File: src/rtl/note_player_if.sv
// Note handshake between the pattern sequencer (master) and a note player (slave).
// The player pulses note_stb; the sequencer answers with a one-cycle note_valid and the note fields.
interface note_player_if;
    logic       note_stb;
    logic       note_valid;
    logic [5:0] note_pitch;
    logic [4:0] note_len;
    logic [3:0] note_instrument;

    modport master (
        input  note_stb,
        output note_valid, note_pitch, note_len, note_instrument
    );

    modport slave (
        output note_stb,
        input  note_valid, note_pitch, note_len, note_instrument
    );
endinterface

File: src/rtl/note_player.sv
// Note player: fetches notes from the sequencer, maps pitch to a phase increment through a
// 1-cycle pitch ROM and holds each note for len+1 tempo ticks. NOTE_PLAYER_GAP_EN adds an articulation gap.
module note_player #(
    parameter int PHASE_WIDTH  = 16,
    parameter int NOTE_TIMEOUT = 15
) (
    input  logic                   i_clk,
    input  logic                   i_rst,
    input  logic                   i_enable,
    input  logic                   i_tick,
    note_player_if.slave           note_if,
    output logic [5:0]             o_pitch_rom_addr,
    input  logic [PHASE_WIDTH-1:0] i_pitch_rom_data,
    output logic [PHASE_WIDTH-1:0] o_phase_inc,
    output logic [3:0]             o_instrument,
    output logic                   o_gate,
    output logic                   o_playing,
    output logic                   o_error
);

    typedef enum logic [2:0] {
        S_IDLE, S_REQUEST, S_WAIT_NOTE, S_ROM_ADDR, S_ROM_DATA, S_PLAYING
    } state_t;

    // Last WAIT_NOTE cycle index; a missing valid on this cycle is the timeout.
    localparam logic [7:0] TMO_LAST = 8'(NOTE_TIMEOUT - 1);

    state_t                 state_q, state_d;
    logic [7:0]             tmo_q, tmo_d;
    logic [5:0]             addr_q, addr_d;
    logic [4:0]             len_q, len_d;
    logic [4:0]             rem_q, rem_d;
    logic [3:0]             ins_lat_q, ins_lat_d;
    logic [3:0]             ins_q, ins_d;
    logic [PHASE_WIDTH-1:0] phase_q, phase_d;
    logic                   gate_q, gate_d;
    logic                   err_q, err_d;
    logic                   stb;

    always_ff @(posedge i_clk) begin
        if (i_rst) begin
            state_q   <= S_IDLE;
            tmo_q     <= '0;
            addr_q    <= '0;
            len_q     <= '0;
            rem_q     <= '0;
            ins_lat_q <= '0;
            ins_q     <= '0;
            phase_q   <= '0;
            gate_q    <= 1'b0;
            err_q     <= 1'b0;
        end else begin
            state_q   <= state_d;
            tmo_q     <= tmo_d;
            addr_q    <= addr_d;
            len_q     <= len_d;
            rem_q     <= rem_d;
            ins_lat_q <= ins_lat_d;
            ins_q     <= ins_d;
            phase_q   <= phase_d;
            gate_q    <= gate_d;
            err_q     <= err_d;
        end
    end

    always_comb begin
        state_d   = state_q;
        tmo_d     = tmo_q;
        addr_d    = addr_q;
        len_d     = len_q;
        rem_d     = rem_q;
        ins_lat_d = ins_lat_q;
        ins_d     = ins_q;
        phase_d   = phase_q;
        gate_d    = gate_q;
        err_d     = err_q;
        stb       = 1'b0;

        case (state_q)
            S_IDLE: begin
                gate_d = 1'b0;
                if (i_enable) state_d = S_REQUEST;
            end
            S_REQUEST: begin
                stb     = 1'b1;
                tmo_d   = '0;
                state_d = S_WAIT_NOTE;
            end
            S_WAIT_NOTE: begin
                // The address register doubles as the latched pitch, so the ROM sees it next cycle.
                if (note_if.note_valid) begin
                    addr_d    = note_if.note_pitch;
                    len_d     = note_if.note_len;
                    ins_lat_d = note_if.note_instrument;
                    state_d   = S_ROM_ADDR;
                end else if (tmo_q == TMO_LAST) begin
                    err_d   = 1'b1;
                    gate_d  = 1'b0;
                    state_d = S_IDLE;
                end else begin
                    tmo_d = tmo_q + 8'd1;
                end
            end
            S_ROM_ADDR: state_d = S_ROM_DATA;
            S_ROM_DATA: begin
                phase_d = (addr_q == '0) ? '0 : i_pitch_rom_data;
                ins_d   = ins_lat_q;
                gate_d  = (addr_q != '0);
                rem_d   = len_q;
                state_d = S_PLAYING;
            end
            S_PLAYING: begin
                if (i_tick) begin
                    if (rem_q != '0) begin
                        rem_d = rem_q - 5'd1;
`ifdef NOTE_PLAYER_GAP_EN
                        // Entering the final tick period of a multi-tick note: silence it.
                        if (rem_q == 5'd1) gate_d = 1'b0;
`endif
                    end else if (i_enable) begin
                        state_d = S_REQUEST;
                    end else begin
                        gate_d  = 1'b0;
                        state_d = S_IDLE;
                    end
                end
            end
            default: state_d = S_IDLE;
        endcase
    end

    assign note_if.note_stb = stb;
    assign o_pitch_rom_addr = addr_q;
    assign o_phase_inc      = phase_q;
    assign o_instrument     = ins_q;
    assign o_gate           = gate_q;
    assign o_playing        = (state_q != S_IDLE);
    assign o_error          = err_q;

endmodule

File: src/flat_wrapper.sv
// flat-port wrapper written by rule: the top's interface ports become plain ports
module note_player_flat 
#(
    parameter int PHASE_WIDTH  = 16,
    parameter int NOTE_TIMEOUT = 15
)
  (i_clk, i_rst, i_enable, i_tick, o_pitch_rom_addr, i_pitch_rom_data, o_phase_inc, o_instrument, o_gate, o_playing, o_error, note_if_note_stb, note_if_note_valid, note_if_note_pitch, note_if_note_len, note_if_note_instrument);
  note_player_if note_if_i ();
  input  logic i_clk;
  input  logic i_rst;
  input  logic i_enable;
  input  logic i_tick;
  output logic [5:0] o_pitch_rom_addr;
  input  logic [PHASE_WIDTH-1:0] i_pitch_rom_data;
  output logic [PHASE_WIDTH-1:0] o_phase_inc;
  output logic [3:0] o_instrument;
  output logic o_gate;
  output logic o_playing;
  output logic o_error;
  output wire logic [$bits(note_if_i.note_stb)-1:0] note_if_note_stb;
  input wire logic [$bits(note_if_i.note_valid)-1:0] note_if_note_valid;
  input wire logic [$bits(note_if_i.note_pitch)-1:0] note_if_note_pitch;
  input wire logic [$bits(note_if_i.note_len)-1:0] note_if_note_len;
  input wire logic [$bits(note_if_i.note_instrument)-1:0] note_if_note_instrument;
  assign note_if_note_stb = note_if_i.note_stb;
  assign note_if_i.note_valid = note_if_note_valid;
  assign note_if_i.note_pitch = note_if_note_pitch;
  assign note_if_i.note_len = note_if_note_len;
  assign note_if_i.note_instrument = note_if_note_instrument;
  note_player #(.PHASE_WIDTH(PHASE_WIDTH), .NOTE_TIMEOUT(NOTE_TIMEOUT)) u_core (.i_clk(i_clk), .i_rst(i_rst), .i_enable(i_enable), .i_tick(i_tick), .note_if(note_if_i), .o_pitch_rom_addr(o_pitch_rom_addr), .i_pitch_rom_data(i_pitch_rom_data), .o_phase_inc(o_phase_inc), .o_instrument(o_instrument), .o_gate(o_gate), .o_playing(o_playing), .o_error(o_error));
endmodule
File: config.mk
export PLATFORM = sky130hd
export DESIGN_NAME = note_player_flat
export DESIGN_NICKNAME = d
export VERILOG_FILES = /design/src/rtl/note_player_if.sv /design/src/rtl/note_player.sv /design/src/flat_wrapper.sv
export SDC_FILE = /design/constraint.sdc
export NUM_CORES = 1
export LEC_CHECK = 0
export CAP_MARGIN = 20
export CORE_MARGIN = 2
export CORE_UTILIZATION = 35
export CTS_BUF_LIST = sky130_fd_sc_hd__clkbuf_4 sky130_fd_sc_hd__clkbuf_8 sky130_fd_sc_hd__clkbuf_16
export CTS_CLUSTER_DIAMETER = 60
export DETAILED_ROUTE_END_ITERATION = 16
export GPL_TIMING_DRIVEN = 0
export HOLD_SLACK_MARGIN = 0.12
export PLACE_DENSITY_LB_ADDON = 0.12
export SLEW_MARGIN = 30
export SYNTH_ARGS = -nofsm -noshare
export SYNTH_HDL_FRONTEND = slang
export SYNTH_SLANG_ARGS = --single-unit
File: constraint.sdc
create_clock -name i_clk -period 4.7 [get_ports i_clk]
set_clock_uncertainty 0.05 [all_clocks]
set_input_delay 0.94 -clock i_clk [delete_from_list [all_inputs] [get_ports i_clk]]
set_output_delay 0.94 -clock i_clk [all_outputs]
set_load 0.05 [all_outputs]
==> results of run 1 <==
==> per-layer routing <==
| layer | track usage [%] | vias up | wire length (µm) |
|---|---|---|---|
| met3 | 3.83 | 5 | 261 |
| met4 | 4.33 | 0 | 58 |
| met5 | 0 | - | 0 |
| met2 | 26.3 | 54 | 2660 |
| li1 | - | 1137 | - |
| met1 | 21.0 | 985 | 2640 |
==> layout make-up <==
cell class / count / area (µm²)
timing repair buffer: 65 / 651
sequential: 53 / 1060
multi-input combinational: 209 / 1110
inverter: 6 / 22.5
clock buffer: 5 / 68.8
tap: 77 / 96.3
clock inverter: 3 / 21.3
buffer: 19 / 85.1
fill: 669 / 3200
==> synthesized netlist by cell type (5+ instances only) <==
cell,count
a21oi_1,49
o21ai_0,5
nand3_1,19
inv_1,6
clkbuf_1,11
nor2_1,12
dfxtp_1,53
a31oi_1,8
buf_2,5
nand2_1,67
==> flip-flops by register name (all words and copies together), names as in the netlist <==
register,count
u_core.state_q,3
u_core.len_q,5
u_core.o_pitch_rom_addr,6
u_core.tmo_q,8
u_core.o_instrument,4
u_core.o_phase_inc,16
u_core.o_error,1
u_core.o_gate,1
u_core.ins_lat_q,4
u_core.rem_q,5
==> stage by stage <==
stage          power (mW)  instances
2_1_floorplan       0.577        287
3_3_place_gp        0.645        429
6_report            0.899        437
5_1_grt             0.944        437
4_1_cts             0.910        437
3_5_place_dp        0.646        429
==> final timing paths <==
path | startpoint | to | slack, ps | cells after the start
worst min-delay path | u_core.len_q[2]$_SDFFE_PP0P_ | u_core.len_q[2]$_SDFFE_PP0P_ | 400 | 2
worst min register to register | u_core.len_q[2]$_SDFFE_PP0P_ | u_core.len_q[2]$_SDFFE_PP0P_ | 400 | 2
worst max register to register | u_core.rem_q[0]$_SDFFE_PP0P_ | u_core.rem_q[3]$_SDFFE_PP0P_ | 2740 | 6
worst max-delay path | u_core.state_q[0]$_SDFFE_PP0P_ | note_if_note_stb | 1450 | 4
==> placed cells by master, fill, tap and decap left out, drive strengths merged <==
cell type / netlist / final
nor3b: 4 / 4
nor3: 5 / 5
and3: 1 / 1
ha: 3 / 3
clkbuf: 11 / 16
dfxtp: 53 / 53
a31oi: 8 / 8
mux2: 1 / 1
nand2: 67 / 67
a311oi: 1 / 1
nor2b: 1 / 1
or3b: 1 / 1
a211oi: 2 / 2
a22oi: 1 / 1
clkinv: 0 / 1
clkdlybuf4s50: 0 / 65
buf: 8 / 8
nand3: 19 / 19
nor2: 12 / 12
clkinvlp: 0 / 1
and2: 3 / 3
nor4: 2 / 2
or3: 4 / 4
a31o: 1 / 1
nand4: 1 / 1
o21ba: 1 / 1
and4b: 1 / 1
or4b: 3 / 3
a21oi: 50 / 50
a41oi: 2 / 2
o21ai: 9 / 9
nand2b: 2 / 2
inv: 6 / 7
o21bai: 1 / 1
nand3b: 2 / 2
o41ai: 1 / 1
==> power by group through the flow <==
stage                     Sequential, mW  Clock (mW)  Combinational, mW
after floorplan                    0.485           0             0.0919
after global placement             0.476           0              0.169
after detailed placement           0.476           0              0.170
after CTS                          0.466       0.274              0.170
after global routing               0.467       0.293              0.184
final                              0.466       0.264              0.169
==> cells by family after synthesis <==
group           synth area share, %
compound gates                 19.6
simple gates                   26.9
buf+inv                        4.73
mux                           0.495
fa+ha+maj                      1.65
flops                          46.6
==> critical path, stage by stage (launching register included) <==
cell and delay, ps:
dfxtp_1 310, buf_2 190, inv_1 90, nor3_1 450, clkdlybuf4s50_1 900
==> metrics.csv, run 1 <==
metric,value,unit
status,"finished, final reports clean",
max-slew-margin-rel,64.8,%
postCtsSetupBuffers,0,
gp_congestion,0.822,
syn-num-nets,326,
vias_per_cell,4.99,
dp_hpwl,4080,µm
grt_use_total,16.0,%
port_buffers,65,
critPathKind,flip-flop to output port,
clock_path_buffers,2,
htreeDepth,2,
slew_viol_final,0,
holdWs,403,ps
postSynthCellCount,287,
place_ws,1750,ps
ys_seq_area_share,46.6,%
drive_gt1_share,5.56,%
yosys_register_bits,53,
rsz0062_at_grt,no,
yosysTopAreaCell,dfxtp_1,
clkSinkCount,53,
fin_area,3110,µm²
antenna_found_initial,0,
syn2layout_area_growth,36.8,%
place_area,3020,µm²
end_kind,output port,
fp.dieH,84.6,µm
grt_max_degree,18,
holdBufCountCts,0,
synth.cell_area,2270,µm²
drtIter0Drc,72,
fp.dieW,84.6,µm
hp-class,flip-flop to flip-flop,
ctsRootBufferMaster,clkbuf_8,
rows,29,
finalNetCount,398,
initial_core_util,36.0,%
synth_top_area_share,46.6,%
path_clk_slew,100,ps
worst_pin_slew,526,ps
syn_avg_cell_area,7.93,µm²
numCtsBuffers,5,
synth_ff_type,dfxtp_1,
fin_tns_setup,0,ps
setup_viol,0,
async_reset_ff_share,0,%
powerDensity,289,nW/µm²
start_kind,flip-flop,
cp_data_required_time,3710,ps
route.detailed.drc,0,
cap_violations,0,
finalCritPeriodShare,69.1,%
arrival,2260,ps
dieArea,7160,µm²
grt_pass1_wl,9360,µm
comb_power_share,18.8,%
cts_resized,0,
netlist_top_cells_area,"dfxtp_1 47%, nand2_1 11%, a21oi_1 11%, nand3_1 4.2%, a31oi_1 2.2%",
switching_share,29.6,%
core_area,6310,µm²
drtPass1Iterations,4,
via_count,2181,
wl_per_cell,12.9,µm
postRouteAntennaNets,0,
vdd_ir_drop_max,183,µV
utilization,49.3,%
grt_remaining_overflow,0,
power_frac_seq,51.8,%
grt_pass1_vias,1982,
cts_tree,yes,
ys_warn_count,0,
synth-edff-count,0,
p_sw,0.266,mW
hold_violations,0,
p_leak,1.04,nW
clk_latency,310,ps
path_max_fanout,9,
ios,66,
layout_min_cycle_time,3250,ps
clkPwrFrac,29.4,%
clock.fmax,0.308,GHz
p_int,0.633,mW
synth_cell_types,41,
n_antenna_cell,0,
timing.final.ws_setup,1450,ps
drt_wl_total,5620,µm
No activity file was read; power rests on OpenSTA's default activity.
==> run 2, diff against run 1 <==
==> constraint.sdc (replaced) <==
create_clock -name i_clk -period 2.8 [get_ports i_clk]
set_clock_uncertainty 0.05 [all_clocks]
set_input_delay 0.56 -clock i_clk [delete_from_list [all_inputs] [get_ports i_clk]]
set_output_delay 0.56 -clock i_clk [all_outputs]
set_load 0.05 [all_outputs]
==> run 2 against run 1 <==
Clock-buffer cell count stayed put. Routed wire length about the same. Combinational power is 67% higher. Sequential power is 68% higher. Core utilization hardly changed. Worst hold slack is the same. Final cell count is the same. Critical path type unchanged.
==> metrics.csv, run 2 (synthesized netlist as in run 1, its figures left out) <==
metric,value,unit,change
status,"finished, final reports clean",,unchanged
final_cell_mix,"67 x nand2_1, 64 x clkdlybuf4s50_1, 53 x dfxtp_1",,"was 67 x nand2_1, 65 x clkdlybuf4s50_1, 53 x dfxtp_1"
antenna_found_initial,0,,unchanged
port_buffers,65,,unchanged
dieArea,7160,µm²,unchanged
max-slew-margin-rel,64.8,%,unchanged
rows,29,,unchanged
grt_pass1_vias,1982,,unchanged
dp.cells,429,,unchanged
place_area,3020,µm²,unchanged
ctsRootBufferMaster,clkbuf_8,,unchanged
grt_use_total,16.0,%,about the same
powerDensity,485,nW/µm²,was 289 nW/µm²
via_count,2182,,was 2181
end_kind,output port,,unchanged
finalCritPeriodShare,90.9,%,
vias_per_cell,4.99,,about the same
slew_viol_final,0,,unchanged
fin_cells,437,,unchanged
p_leak,1.05,nW,was 1.04 nW
place_ws,234,ps,was 1750 ps
rr_worst_depth,6,,unchanged
largest_reg_flops,16,,unchanged
syn2layout_area_growth,36.7,%,was 36.8%
arrival,1930,ps,was 2260 ps
timing.final.ws_setup,255,ps,was 1450 ps
worst_pin_slew,526,ps,unchanged
worstReg2RegStart,u_core.rem_q[0]$_SDFFE_PP0P_,,unchanged
clock.fmax,0.393,GHz,
setup_viol,0,,unchanged
clock_path_buffers,2,,unchanged
finalNetCount,398,,unchanged
hold_violations,0,,unchanged
postRouteAntennaNets,0,,unchanged
initial_core_util,36.0,%,unchanged
core_area,6310,µm²,unchanged
fin_tns_setup,0,ps,unchanged
ios,66,,unchanged
clkSinkCount,53,,unchanged
start_kind,flip-flop,,unchanged
rsz0062_at_grt,no,,unchanged
fp.dieH,84.6,µm,unchanged
clk_latency,310,ps,about the same
drtPass1Iterations,4,,unchanged
gp_congestion,0.822,,unchanged
drive_gt1_share,5.56,%,unchanged
fin_area,3110,µm²,about the same
hold_depth,2,,unchanged
vdd_ir_drop_max,307,µV,was 183 µV
grt_remaining_overflow,0,,unchanged
dp_hpwl,4080,µm,unchanged
layout_min_cycle_time,2540,ps,
htreeDepth,2,,unchanged
path_max_fanout,9,,unchanged
cap_violations,0,,unchanged
startpoint,u_core.state_q[0]$_SDFFE_PP0P_,,unchanged
min_to,u_core.len_q[2]$_SDFFE_PP0P_,,unchanged
path_clk_slew,100,ps,about the same
p_total,1.51,mW,was 0.899 mW
min_from,u_core.len_q[2]$_SDFFE_PP0P_,,unchanged
final_common_cell,nand2_1,,unchanged
cp_data_required_time,2190,ps,was 3710 ps
utilization,49.3,%,about the same
holdWs,403,ps,unchanged
numCtsBuffers,5,,unchanged
n_antenna_cell,0,,unchanged
wl_per_cell,12.9,µm,about the same
hp-class,flip-flop to flip-flop,,unchanged
fp.dieW,84.6,µm,unchanged
drt_wl_total,5620,µm,about the same
drtIter0Drc,72,,unchanged
reg2reg_slack,840,ps,was 2740 ps
route.detailed.drc,0,,unchanged
critPathKind,flip-flop to output port,,unchanged
rr_endpoint,u_core.rem_q[3]$_SDFFE_PP0P_,,unchanged
grt_max_degree,18,,unchanged
grt_pass1_wl,9360,µm,about the same
cts_tree,yes,,unchanged
==> run 2: cell types whose count changed in the layout (fill, tap and decap cells not counted), sizes merged <==
cell	change
dlygate4sd2	+1
clkdlybuf4s50	-1
==> run 2: repair_timing <==
action                                  4_1_cts  5_1_grt
resized for setup                             1        0
hold buffers                                  0        0
endpoints found under the setup margin        1        0
buffers inserted                              0        0
hold endpoints to repair                      0        0
==> run 2: routing by layer <==
| layer | vias to the layer above | GRT usage (%) | routed length [µm] |
|---|---|---|---|
| met5 | - | 0 | 0 |
| met4 | 0 | 4.33 | 58 |
| met3 | 5 | 3.83 | 261 |
| met2 | 54 | 26.3 | 2660 |
| met1 | 986 | 21.0 | 2640 |
| li1 | 1137 | - | - |
==> run 2: worst max path at each step <==
| stage | slack (ps) | endpoint |
|---|---|---|
| final | 260 | note_if_note_stb |
| after global routing | 110 | note_if_note_stb |
| after CTS | 200 | note_if_note_stb |
| after detailed placement | 230 | note_if_note_stb |
| after global placement | 240 | note_if_note_stb |
| after floorplan | 400 | u_core.tmo_q[4]$_SDFFE_PP0P_ |
==> run 2: layout make-up <==
| cell class | count | area (µm²) |
|---|---|---|
| sequential | 53 | 1060 |
| fill | 670 | 3200 |
| buffer | 19 | 85.1 |
| clock buffer | 5 | 68.8 |
| timing repair buffer | 65 | 649 |
| clock inverter | 3 | 21.3 |
| tap | 77 | 96.3 |
| inverter | 6 | 22.5 |
| multi-input combinational | 209 | 1110 |
==> run 2: worst max-delay path, cell delays in order, from the launching register on <==
cell	delay, ps
dfxtp_1	310
buf_2	190
inv_1	90
nor3_1	440
dlygate4sd2_1	590
==> run 2: power by group <==
group / internal, mW / switching (mW)
Clock: 0.178 / 0.266
Sequential: 0.772 / 0.00995
Combinational: 0.111 / 0.171
==> run 3, diff against run 2 <==
--- a/config.mk
+++ b/config.mk
@@ -5,6 +5,8 @@
 export SDC_FILE = /design/constraint.sdc
 export NUM_CORES = 1
 export LEC_CHECK = 0
+export ABC_AREA = 1
+export ABC_CLOCK_PERIOD_IN_PS = 2800
 export CAP_MARGIN = 20
 export CORE_MARGIN = 2
 export CORE_UTILIZATION = 35
@@ -13,7 +15,7 @@
 export DETAILED_ROUTE_END_ITERATION = 16
 export GPL_TIMING_DRIVEN = 0
 export HOLD_SLACK_MARGIN = 0.12
-export PLACE_DENSITY_LB_ADDON = 0.12
+export PLACE_DENSITY = 0.63
 export SLEW_MARGIN = 30
 export SYNTH_ARGS = -nofsm -noshare
 export SYNTH_HDL_FRONTEND = slang
==> run 3 against run 2 <==
Clock power increased by 39%. Die area increased by 1.7%. Sequential share of layout area decreased by 0.84 points. Critical path depth increased by 1. Synthesized area increased by 1.8%. Via count increased by 3.1%. Final cell count increased by 8.0%. Worst hold slack improved by 8.7 ps. Flip-flop and latch count unchanged. Power increased by 34%. Non-clock buffer count decreased by 8. Critical path type unchanged. Highest routed layer unchanged.
==> metrics.csv, run 3 <==
metric,value,unit,change
status,"finished, final reports clean",,unchanged
arrival,2060,ps,was 1930 ps
ctsRootBufferMaster,clkbuf_8,,unchanged
slew_viol_final,0,,unchanged
postCtsSetupBuffers,0,,unchanged
comb_power_share,27.5,%,was 18.7%
yosys_register_bits,53,,unchanged
final_common_cell,nand2_1,,unchanged
vdd_ir_drop_max,273,µV,was 307 µV
reg2reg_slack,1250,ps,was 840 ps
wl_met1,2600,µm,was 2640 µm
dieArea,7280,µm²,was 7160 µm²
initial_core_util,36.2,%,was 36.0%
finalNetCount,433,,was 398
clock_path_buffers,2,,unchanged
min_from,u_core.ins_lat_q[3]$_SDFFE_PP0P_,,was u_core.len_q[2]$_SDFFE_PP0P_
worst_pin_slew,552,ps,was 526 ps
grt_max_degree,18,,unchanged
n_antenna_cell,0,,unchanged
hp-class,flip-flop to flip-flop,,unchanged
path_max_fanout,5,,was 9
drtPass1Iterations,4,,unchanged
power_frac_seq,41.9,%,was 51.9%
synth_ff_type,dfxtp_1,,unchanged
antenna_found_initial,0,,unchanged
postRouteAntennaNets,0,,unchanged
vias_per_cell,4.76,,was 4.99
worstReg2RegStart,u_core.state_q[1]$_SDFFE_PP0P_,,was u_core.rem_q[0]$_SDFFE_PP0P_
syn_avg_cell_area,7.17,µm²,was 7.93 µm²
numCtsBuffers,5,,unchanged
clkSinkCount,53,,unchanged
synth_top_area_share,45.8,%,was 46.6%
p_total,2.02,mW,was 1.51 mW
cp_data_required_time,2190,ps,about the same
min_to,u_core.o_instrument[3]$_SDFFE_PP0N_,,was u_core.len_q[2]$_SDFFE_PP0P_
start_kind,flip-flop,,unchanged
cts_resized,0,,was 1
setup_viol,0,,unchanged
final_cell_mix,"70 x nand2_1, 64 x clkdlybuf4s50_1, 53 x dfxtp_1",,"was 67 x nand2_1, 64 x clkdlybuf4s50_1, 53 x dfxtp_1"
n_fill_cell,656,,was 670
synth.cell_area,2310,µm²,was 2270 µm²
route.met3.wl,346,µm,was 261 µm
synthTopCellsByCount,"70 x nand2_1, 53 x dfxtp_1, 45 x a21oi_1, 40 x nor2_1, 29 x inv_1",,"was 67 x nand2_1, 53 x dfxtp_1, 49 x a21oi_1, 19 x nand3_1, 12 x nor2_1"
fin_area,3190,µm²,was 3110 µm²
powerDensity,633,nW/µm²,was 485 nW/µm²
p_leak,1.22,nW,was 1.05 nW
cpMostUsedCell,inv_1,,
hold_depth,2,,unchanged
grt_pass1_wl,9670,µm,was 9360 µm
rsz0062_at_grt,no,,unchanged
grt_use_total,16.3,%,was 16.0%
htreeDepth,2,,unchanged
ys_seq_area_share,45.8,%,was 46.6%
syn2layout_area_growth,37.8,%,was 36.7%
largest_reg_flops,16,,unchanged
p_sw,0.655,mW,was 0.447 mW
p_int,1.36,mW,was 1.06 mW
place_area,3050,µm²,was 3020 µm²
path_delay_family,buffers and inverters,,unchanged
clk_latency,300,ps,was 310 ps
dp_hpwl,4250,µm,was 4080 µm
hold_violations,0,,unchanged
async_reset_ff_share,0,%,unchanged
critPathKind,flip-flop to output port,,unchanged
path_buf_inv,3,,unchanged
top_layer,met4,,unchanged
drt_wl_total,5660,µm,was 5620 µm
grt_remaining_overflow,0,,unchanged
ys_warn_count,0,,unchanged
switching_share,32.5,%,was 29.6%
fin_tns_setup,0,ps,unchanged
cpMaxStageDelayCell,clkdlybuf4s50_1,,was dlygate4sd2_1
rr_worst_depth,8,,was 6
grt_pass1_vias,2146,,was 1982
postSynthCellCount,323,,was 287
end_kind,output port,,unchanged
via_count,2249,,was 2182
clock.fmax,0.374,GHz,was 0.393 GHz
gp_congestion,0.861,,was 0.822
syn-num-nets,362,,was 326
yosysMostFrequentCell,nand2_1,,unchanged
core_area,6390,µm²,was 6310 µm²
max-slew-margin-rel,63.2,%,was 64.8%
cts_tree,yes,,unchanged
synth_cell_types,27,,was 41
path_clk_slew,100,ps,about the same
met2WireLength,2660,µm,about the same
fp.dieH,85.3,µm,was 84.6 µm
route.detailed.drc,0,,unchanged
rows,29,,unchanged
holdBufCountCts,0,,unchanged
drive_gt1_share,6.84,%,was 5.56%
yosysTopAreaCell,dfxtp_1,,unchanged
wl_per_cell,12.0,µm,was 12.9 µm
drtIter0Drc,77,,was 72
ios,66,,unchanged
startpoint,u_core.state_q[0]$_SDFFE_PP0P_,,unchanged
cap_violations,0,,unchanged
max_stage_delay,790,ps,was 590 ps
layout_min_cycle_time,2670,ps,was 2540 ps
fp.dieW,85.3,µm,was 84.6 µm
path_cells,inv_1 > nor2_1 > nand2_1 > inv_1 > clkdlybuf4s50_1,,was buf_2 > inv_1 > nor3_1 > dlygate4sd2_1
rr_endpoint,u_core.o_phase_inc[5]$_SDFFE_PP0N_,,was u_core.rem_q[3]$_SDFFE_PP0P_
clkPwrFrac,30.6,%,was 29.4%
netlist_top_cells_area,"dfxtp_1 46%, nand2_1 11%, a21oi_1 9.7%, nor2_1 6.5%, o21ai_0 5.2%",,"was dfxtp_1 47%, nand2_1 11%, a21oi_1 11%, nand3_1 4.2%, a31oi_1 2.2%"
synth-edff-count,0,,unchanged
port_buffers,64,,was 65
finalCritPeriodShare,95.5,%,was 90.9%
run 3: cell count changes in the layout (fill, tap and decap cells not counted), sizes merged, moves of 7 or more:
cell / previous run / this run
a31oi: 8 / 1
inv: 7 / 34
nand2: 67 / 74
nor2: 12 / 44
o21ai: 9 / 26
run 3: stage by stage:
step / cells / setup slack [ps] / hold WS, ps / utilization [%]
6_report: 472 / 125 / 412 / 49.9
5_1_grt: 472 / 6.34 / 435 / 49.9
4_1_cts: 472 / 128 / 416 / 49.9
3_5_place_dp: 464 / 468 / 397 / 47.8
3_3_place_gp: 464 / 480 / 388 / 47.8
2_1_floorplan: 323 / 1120 / 375 / -
run 3: power by group through the flow:
stage,sequential (mW),combinational [mW],clock (mW)
6_report,0.846,0.554,0.617
5_1_grt,0.855,0.612,0.667
4_1_cts,0.846,0.560,0.634
3_5_place_dp,0.863,0.558,0
3_3_place_gp,0.862,0.557,0
2_1_floorplan,0.932,0.303,0
run 3: how the worst max path moves through the flow:
stage,to,cells after the start
3_3_place_gp,note_if_note_stb,5
4_1_cts,note_if_note_stb,5
6_report,note_if_note_stb,5
3_5_place_dp,note_if_note_stb,5
5_1_grt,note_if_note_stb,5
2_1_floorplan,note_if_note_stb,4
run 3: cells by family (layout without fill, tap and decap cells):
kind of cell             count (synthesis)  count (layout)  synth area share (%)
adder cells (fa/ha/maj)                  3               3                  1.62
XOR/XNOR                                 3               3                  1.14
AO/OA/AOI/OAI                           73              73                  16.4
flip-flops                              53              53                  45.8
AND/OR/NAND/NOR                        146             146                  27.1
buffers and inverters                   45             117                  7.95
run 3: area by class of cell:
| cell class | instances | area, µm² | share of cell area [%] |
|---|---|---|---|
| Clock inverter | 3 | 68.8 | 2.16 |
| Multi-Input combinational cell | 225 | 1070 | 33.5 |
| Sequential cell | 53 | 1060 | 33.3 |
| Tap cell | 77 | 96.3 | 3.02 |
| Timing Repair Buffer | 64 | 641 | 20.1 |
| Buffer | 12 | 57.6 | 1.80 |
| Clock buffer | 5 | 68.8 | 2.16 |
| Inverter | 33 | 126 | 3.96 |
run 3: worst reg2reg max path, delay by kind of cell (launching register included):
kind | cells | cell delay (ps)
flip-flops | 1 | 390
AND/OR/NAND/NOR | 3 | 340
buffers and inverters | 3 | 440
AO/OA/AOI/OAI | 2 | 270
run 3: metal layers:
metal,vias up,global-route usage (%)
met1,1005,20.9
met4,0,3.90
met5,-,0
met2,54,27.1
met3,4,4.96
li1,1186,-
